==> config.mk <==
export PLATFORM = sky130hd
export DESIGN_NAME = hilo_mdu_flat
export DESIGN_NICKNAME = d
export VERILOG_FILES = /design/src/rtl/hilo_mdu_if.sv /design/src/rtl/hilo_mdu.sv /design/src/flat_wrapper.sv
export SDC_FILE = /design/constraint.sdc
export NUM_CORES = 2
export LEC_CHECK = 0
export ABC_AREA = 1
export CAP_MARGIN = 20
export CORE_UTILIZATION = 40
export DETAILED_ROUTE_END_ITERATION = 10
export PLACE_DENSITY = 0.64
export REMOVE_ABC_BUFFERS = 1
export SYNTH_ARGS = -nofsm -noshare
export SYNTH_HDL_FRONTEND = slang
export SYNTH_SLANG_ARGS = --single-unit
==> constraint.sdc <==
create_clock -name clk -period 12.4 [get_ports clk]
set_input_delay 3.1 -clock clk [delete_from_list [all_inputs] [get_ports clk]]
set_output_delay 3.1 -clock clk [all_outputs]
set_load 0.01 [all_outputs]
==> src/rtl/hilo_mdu_if.sv <==
// Request/flush/read bundle between the execute/commit stages and the HI/LO multiply-divide unit.
// The master side issues operations and reads HI/LO; the slave side is the unit itself.
interface hilo_mdu_if;
   logic        req_valid;
   logic [2:0]  req_op;
   logic [31:0] req_a;
   logic [31:0] req_b;
   logic        req_ready;
   logic        busy;
   logic        cancel;
   logic [1:0]  hiloren;
   logic [31:0] hilo_rdata;
   logic [31:0] hi;
   logic [31:0] lo;

   modport master (
      output req_valid, req_op, req_a, req_b, cancel, hiloren,
      input  req_ready, busy, hilo_rdata, hi, lo
   );

   modport slave (
      input  req_valid, req_op, req_a, req_b, cancel, hiloren,
      output req_ready, busy, hilo_rdata, hi, lo
   );
endinterface

==> src/rtl/hilo_mdu.sv <==
// MIPS HI/LO register file with a single-cycle multiplier and a 32-iteration restoring divider.
// A commit-stage flush aborts any in-flight operation without touching HI/LO.
module hilo_mdu (
   input logic       clk,
   input logic       resetn,
   hilo_mdu_if.slave bus
);

   typedef enum logic [1:0] {
      S_IDLE,
      S_MUL,
      S_DIV
   } state_t;

   state_t      state;
   logic        ready_q;
   logic [31:0] hi_q;
   logic [31:0] lo_q;

   logic [31:0] op_a;
   logic [31:0] op_b;
   logic        mul_signed;

   logic [31:0] quo;
   logic [32:0] rem;
   logic [31:0] dvsr;
   logic        neg_q;
   logic        neg_r;
   logic        div_zero;
   logic [5:0]  cnt;

   logic        accept;
   logic        req_signed;
   logic [31:0] a_mag;
   logic [31:0] b_mag;
   logic [63:0] ext_a;
   logic [63:0] ext_b;
   logic [63:0] product;
   logic [33:0] shifted;
   logic [33:0] diff;
   logic        fits;
   logic [31:0] quo_fix;
   logic [31:0] rem_fix;

   assign accept     = bus.req_valid && ready_q && !bus.cancel;
   assign req_signed = !bus.req_op[0];

   always_comb begin
      a_mag = (req_signed && bus.req_a[31]) ? -bus.req_a : bus.req_a;
      b_mag = (req_signed && bus.req_b[31]) ? -bus.req_b : bus.req_b;
   end

   // Sign-extending to 64 bits lets one unsigned multiplier serve both MULT and MULTU.
   always_comb begin
      ext_a   = mul_signed ? {{32{op_a[31]}}, op_a} : {32'h0, op_a};
      ext_b   = mul_signed ? {{32{op_b[31]}}, op_b} : {32'h0, op_b};
      product = ext_a * ext_b;
   end

   // One restoring step: shift the next dividend bit in, subtract if the divisor fits.
   always_comb begin
      shifted = {rem, quo[31]};
      diff    = shifted - {2'b00, dvsr};
      fits    = !diff[33];
      quo_fix = neg_q ? -quo : quo;
      rem_fix = neg_r ? -rem[31:0] : rem[31:0];
   end

   always_ff @(posedge clk or negedge resetn) begin
      if (!resetn) begin
         state      <= S_IDLE;
         ready_q    <= 1'b1;
         hi_q       <= '0;
         lo_q       <= '0;
         op_a       <= '0;
         op_b       <= '0;
         mul_signed <= 1'b0;
         quo        <= '0;
         rem        <= '0;
         dvsr       <= '0;
         neg_q      <= 1'b0;
         neg_r      <= 1'b0;
         div_zero   <= 1'b0;
         cnt        <= '0;
      end else begin
         case (state)
            S_IDLE: begin
               if (accept) begin
                  case (bus.req_op)
                     3'b100: hi_q <= bus.req_a;
                     3'b101: lo_q <= bus.req_a;
                     3'b000, 3'b001: begin
                        op_a       <= bus.req_a;
                        op_b       <= bus.req_b;
                        mul_signed <= req_signed;
                        state      <= S_MUL;
                        ready_q    <= 1'b0;
                     end
                     3'b010, 3'b011: begin
                        op_a     <= bus.req_a;
                        quo      <= a_mag;
                        dvsr     <= b_mag;
                        rem      <= '0;
                        neg_q    <= req_signed && (bus.req_a[31] ^ bus.req_b[31]);
                        neg_r    <= req_signed && bus.req_a[31];
                        div_zero <= (bus.req_b == 32'h0);
                        cnt      <= '0;
                        state    <= S_DIV;
                        ready_q  <= 1'b0;
                     end
                     default: ;
                  endcase
               end
            end

            S_MUL: begin
               if (!bus.cancel) begin
                  hi_q <= product[63:32];
                  lo_q <= product[31:0];
               end
               state   <= S_IDLE;
               ready_q <= 1'b1;
            end

            S_DIV: begin
               if (bus.cancel) begin
                  state   <= S_IDLE;
                  ready_q <= 1'b1;
               end else if (cnt == 6'd32) begin
                  // A zero divisor reports all-ones quotient and the raw dividend, unsigned-style.
                  if (div_zero) begin
                     lo_q <= 32'hFFFF_FFFF;
                     hi_q <= op_a;
                  end else begin
                     lo_q <= quo_fix;
                     hi_q <= rem_fix;
                  end
                  state   <= S_IDLE;
                  ready_q <= 1'b1;
               end else begin
                  rem <= fits ? diff[32:0] : shifted[32:0];
                  quo <= {quo[30:0], fits};
                  cnt <= cnt + 6'd1;
               end
            end

            default: begin
               state   <= S_IDLE;
               ready_q <= 1'b1;
            end
         endcase
      end
   end

   assign bus.req_ready = ready_q;
   assign bus.busy      = !ready_q;
   assign bus.hi        = hi_q;
   assign bus.lo        = lo_q;

   always_comb begin
      case (bus.hiloren)
         2'b00:   bus.hilo_rdata = '0;
         2'b01:   bus.hilo_rdata = lo_q;
         default: bus.hilo_rdata = hi_q;
      endcase
   end

endmodule

==> src/flat_wrapper.sv <==
// flat-port wrapper written by rule: the top's interface ports become plain ports
module hilo_mdu_flat 
  (clk, resetn, bus_req_valid, bus_req_op, bus_req_a, bus_req_b, bus_cancel, bus_hiloren, bus_req_ready, bus_busy, bus_hilo_rdata, bus_hi, bus_lo);
  hilo_mdu_if bus_i ();
  input logic clk;
  input logic resetn;
  input wire logic [$bits(bus_i.req_valid)-1:0] bus_req_valid;
  input wire logic [$bits(bus_i.req_op)-1:0] bus_req_op;
  input wire logic [$bits(bus_i.req_a)-1:0] bus_req_a;
  input wire logic [$bits(bus_i.req_b)-1:0] bus_req_b;
  input wire logic [$bits(bus_i.cancel)-1:0] bus_cancel;
  input wire logic [$bits(bus_i.hiloren)-1:0] bus_hiloren;
  output wire logic [$bits(bus_i.req_ready)-1:0] bus_req_ready;
  output wire logic [$bits(bus_i.busy)-1:0] bus_busy;
  output wire logic [$bits(bus_i.hilo_rdata)-1:0] bus_hilo_rdata;
  output wire logic [$bits(bus_i.hi)-1:0] bus_hi;
  output wire logic [$bits(bus_i.lo)-1:0] bus_lo;
  assign bus_i.req_valid = bus_req_valid;
  assign bus_i.req_op = bus_req_op;
  assign bus_i.req_a = bus_req_a;
  assign bus_i.req_b = bus_req_b;
  assign bus_i.cancel = bus_cancel;
  assign bus_i.hiloren = bus_hiloren;
  assign bus_req_ready = bus_i.req_ready;
  assign bus_busy = bus_i.busy;
  assign bus_hilo_rdata = bus_i.hilo_rdata;
  assign bus_hi = bus_i.hi;
  assign bus_lo = bus_i.lo;
  hilo_mdu u_core (.clk(clk), .resetn(resetn), .bus(bus_i));
endmodule
==> results.cfg <==
[layout]
drive_above_1_share_pct = 3.28
n_fill_cell = 16777
fin_nets = 10366
syn2layout_area_growth_pct = 7.86

[worst_setup_path]
critPathKind = flop to flop
cp_common_cell = fa_1
cp-start-kind = flop
critPathBufInv = 10
critPathTopFamily = adder cells
endpoint_kind = flop
slowest_delay_ns = 0.94
crit_path_max_fanout = 27
critPathSlowestCell = fa_1
cp.arrival_ns = 11.05
critPathRequiredTime_ns = 12.80

[timing]
tns_ns = 0
tightest_slew_ns = 1.21
slew_violations = 0
hold_violations = 0
fin_crit_ns = 10.64
fmax_mhz = 94.0
relSlewSlack_pct = 19.4
fin_skew_ns = 0.0288
rsz0062_at_grt = no
setup_viol = 0
period_share_pct = 85.8

[synthesis]
yosysSeqAreaShare_pct = 8.99
ys_warn_count = 0
synth_cell_types = 66
avgSynthCellArea_um2 = 7.74
synthFlopType = dfrtp_1
synth_seq_cells = 238
synthCells = 8562
synth_edf_count = 0
async_reset_ff_share_pct = 100
synthesis.area_mm2 = 0.0663

[floorplan]
io_pins = 171
start_util_pct = 40.2
rows = 149
core-area_mm2 = 0.165
die-area_mm2 = 0.167
die_h_um = 409
die_w_um = 409

[route]
wl_per_cell_um = 22.0
vias = 55447
routed_wl_um = 236000
drt_iter0_markers = 5128
routed_via_density = 5.16
drt_pre_antenna_iters = 7
ant_nets = 0
drc_errors = 0

[clock_network]
cts_sinks = 238
cts_root_buffer = clkbuf_16
clk_latency_ns = 0.57
htree_levels = 2
holdBufCountCts = 0
cts_tree = done
cts_setup_buffers = 0
cts_buffers = 34
clkTransAtPathRegs_ns = 0.06
cts_buffer_depth = 3
cts_resized = 0

[placement]
post-dp-hpwl_um = 195000
io_buffers = 170
gp_congestion = 1.01

[global_route]
grt_pass1_wl_um = 361000
grt_pass1_vias = 58412
grt.overflow.total = 0
grt_usage_pct = 28.7
grt_max_degree = 112
grt_antenna_before_repair = 8

[hold_path]
hold_class = flop to flop

[flow_run]
drv_cap = 0

[run_status]
status = completed
==> sequential cells by signal (all words and copies together) (netlist names) <==
name / cells
u_core.op_a: 32
u_core.bus.hi: 32
u_core.cnt: 6
u_core.div_zero: 1
u_core.state: 2
u_core.rem: 33
u_core.mul_signed: 1
u_core.bus.lo: 32
u_core.quo: 32
u_core.neg_q: 1
u_core.dvsr: 32
u_core.bus.req_ready: 1
u_core.op_b: 32
u_core.neg_r: 1
==> layout make-up <==
type	instances	area [um^2]	area share, %
well taps	2189	2740	3.83
inverters	2532	9500	13.3
clock inverters	16	239	0.334
repair buffers	301	2760	3.86
flip-flops and latches	238	5960	8.34
diodes	1	2.50	0.00350
clock buffers	45	962	1.35
multi-input cells	5416	49300	69.0
==> cell families (layout without fill, tap and decap cells) <==
family / after synthesis / in the layout / synth area share, %
flops: 238 / 238 / 8.99
fa+ha+maj: 1770 / 1770 / 49.5
other cells: 0 / 1 / 0
xor+xnor: 88 / 88 / 1.16
simple gates: 2737 / 2737 / 16.7
buf+inv: 2908 / 2894 / 16.6
mux: 10 / 10 / 0.170
compound gates: 811 / 811 / 6.89
==> cells in the mapped netlist (17+ instances only) <==
master / instances / share of area, %
buf_2: 17 / 0.13
fa_1: 1420 / 43
dfrtp_1: 237 / 8.9
ha_1: 350 / 6.6
o21ai_1: 18 / 0.14
nor2_1: 468 / 2.7
nand3_1: 217 / 1.6
nand4_1: 34 / 0.32
o221ai_1: 34 / 0.45
o211ai_1: 31 / 0.35
o22ai_1: 19 / 0.18
o21ai_0: 354 / 2.7
a31oi_1: 32 / 0.30
xnor2_1: 31 / 0.41
nand2_1: 1891 / 11
clkbuf_1: 337 / 1.9
a21oi_1: 244 / 1.8
inv_1: 2524 / 14
or2_2: 19 / 0.18
nor3_1: 41 / 0.31
xor2_1: 57 / 0.75
==> per-stage QoR <==
stage	hold slack (ns)	std cells	instance area [um^2]	setup slack, ns	utilization [%]
5_1_grt	0.504	10737	71500	1.23	43.4
3_3_place_gp	0.469	10672	70200	1.81	42.6
3_5_place_dp	0.475	10673	70200	1.72	42.6
6_report	0.485	10738	71500	1.76	43.4
2_1_floorplan	0.453	8186	64800	2.92	-
4_1_cts	0.489	10734	71400	1.68	43.4
==> path summary, 6_finish.rpt <==
kind | from | cells past startpoint | end | slack, ns
min reg2reg | u_core.op_b[20]$_DFFE_PN0P_ | 2 | u_core.op_b[20]$_DFFE_PN0P_ | 0.48
max | u_core.mul_signed$_DFFE_PN0P_ | 33 | u_core.bus.hi[13]$_DFFE_PN0P_ | 1.76
min in group asynchronous | resetn | 1 | u_core.dvsr[26]$_DFFE_PN0P_ | 2.64
max reg2reg | u_core.mul_signed$_DFFE_PN0P_ | 33 | u_core.bus.hi[13]$_DFFE_PN0P_ | 1.76
max in group asynchronous | resetn | 2 | u_core.quo[10]$_DFFE_PN0P_ | 8.03
min | u_core.op_b[20]$_DFFE_PN0P_ | 2 | u_core.op_b[20]$_DFFE_PN0P_ | 0.48
==> layout by cell type (no fill, tap or decap), types with 32 or more instances in the layout <==
cell / n
inv_1: 2521
nand2_1: 1889
fa_1: 1420
nor2_1: 467
o21ai_0: 354
ha_1: 349
a21oi_1: 244
dfrtp_1: 235
nand3_1: 217
clkdlybuf4s50_1: 169
buf_4: 124
xor2_1: 57
nor3_1: 39
o221ai_1: 34
nand4_1: 34
clkbuf_16: 34
a31oi_1: 32
==> routing by layer <==
layer / vias up / global-route usage [%] / share of wire [%]
met5: - / 0 / 0.0055
met4: 2 / 12.1 / 5.1
met3: 401 / 3.95 / 7.8
met2: 2320 / 45.7 / 46
met1: 28148 / 39.2 / 42
li1: 24576 / - / -
==> worst min-delay path, cell delays in order (launching register included) <==
cell	delay, ns
dfrtp_1	0.34
nand2_1	0.05
o21ai_0	0.06
Power is left out: the tool's default activity adds up to more than one toggle a clock period on the data nets, which glitch-free logic cannot reach.
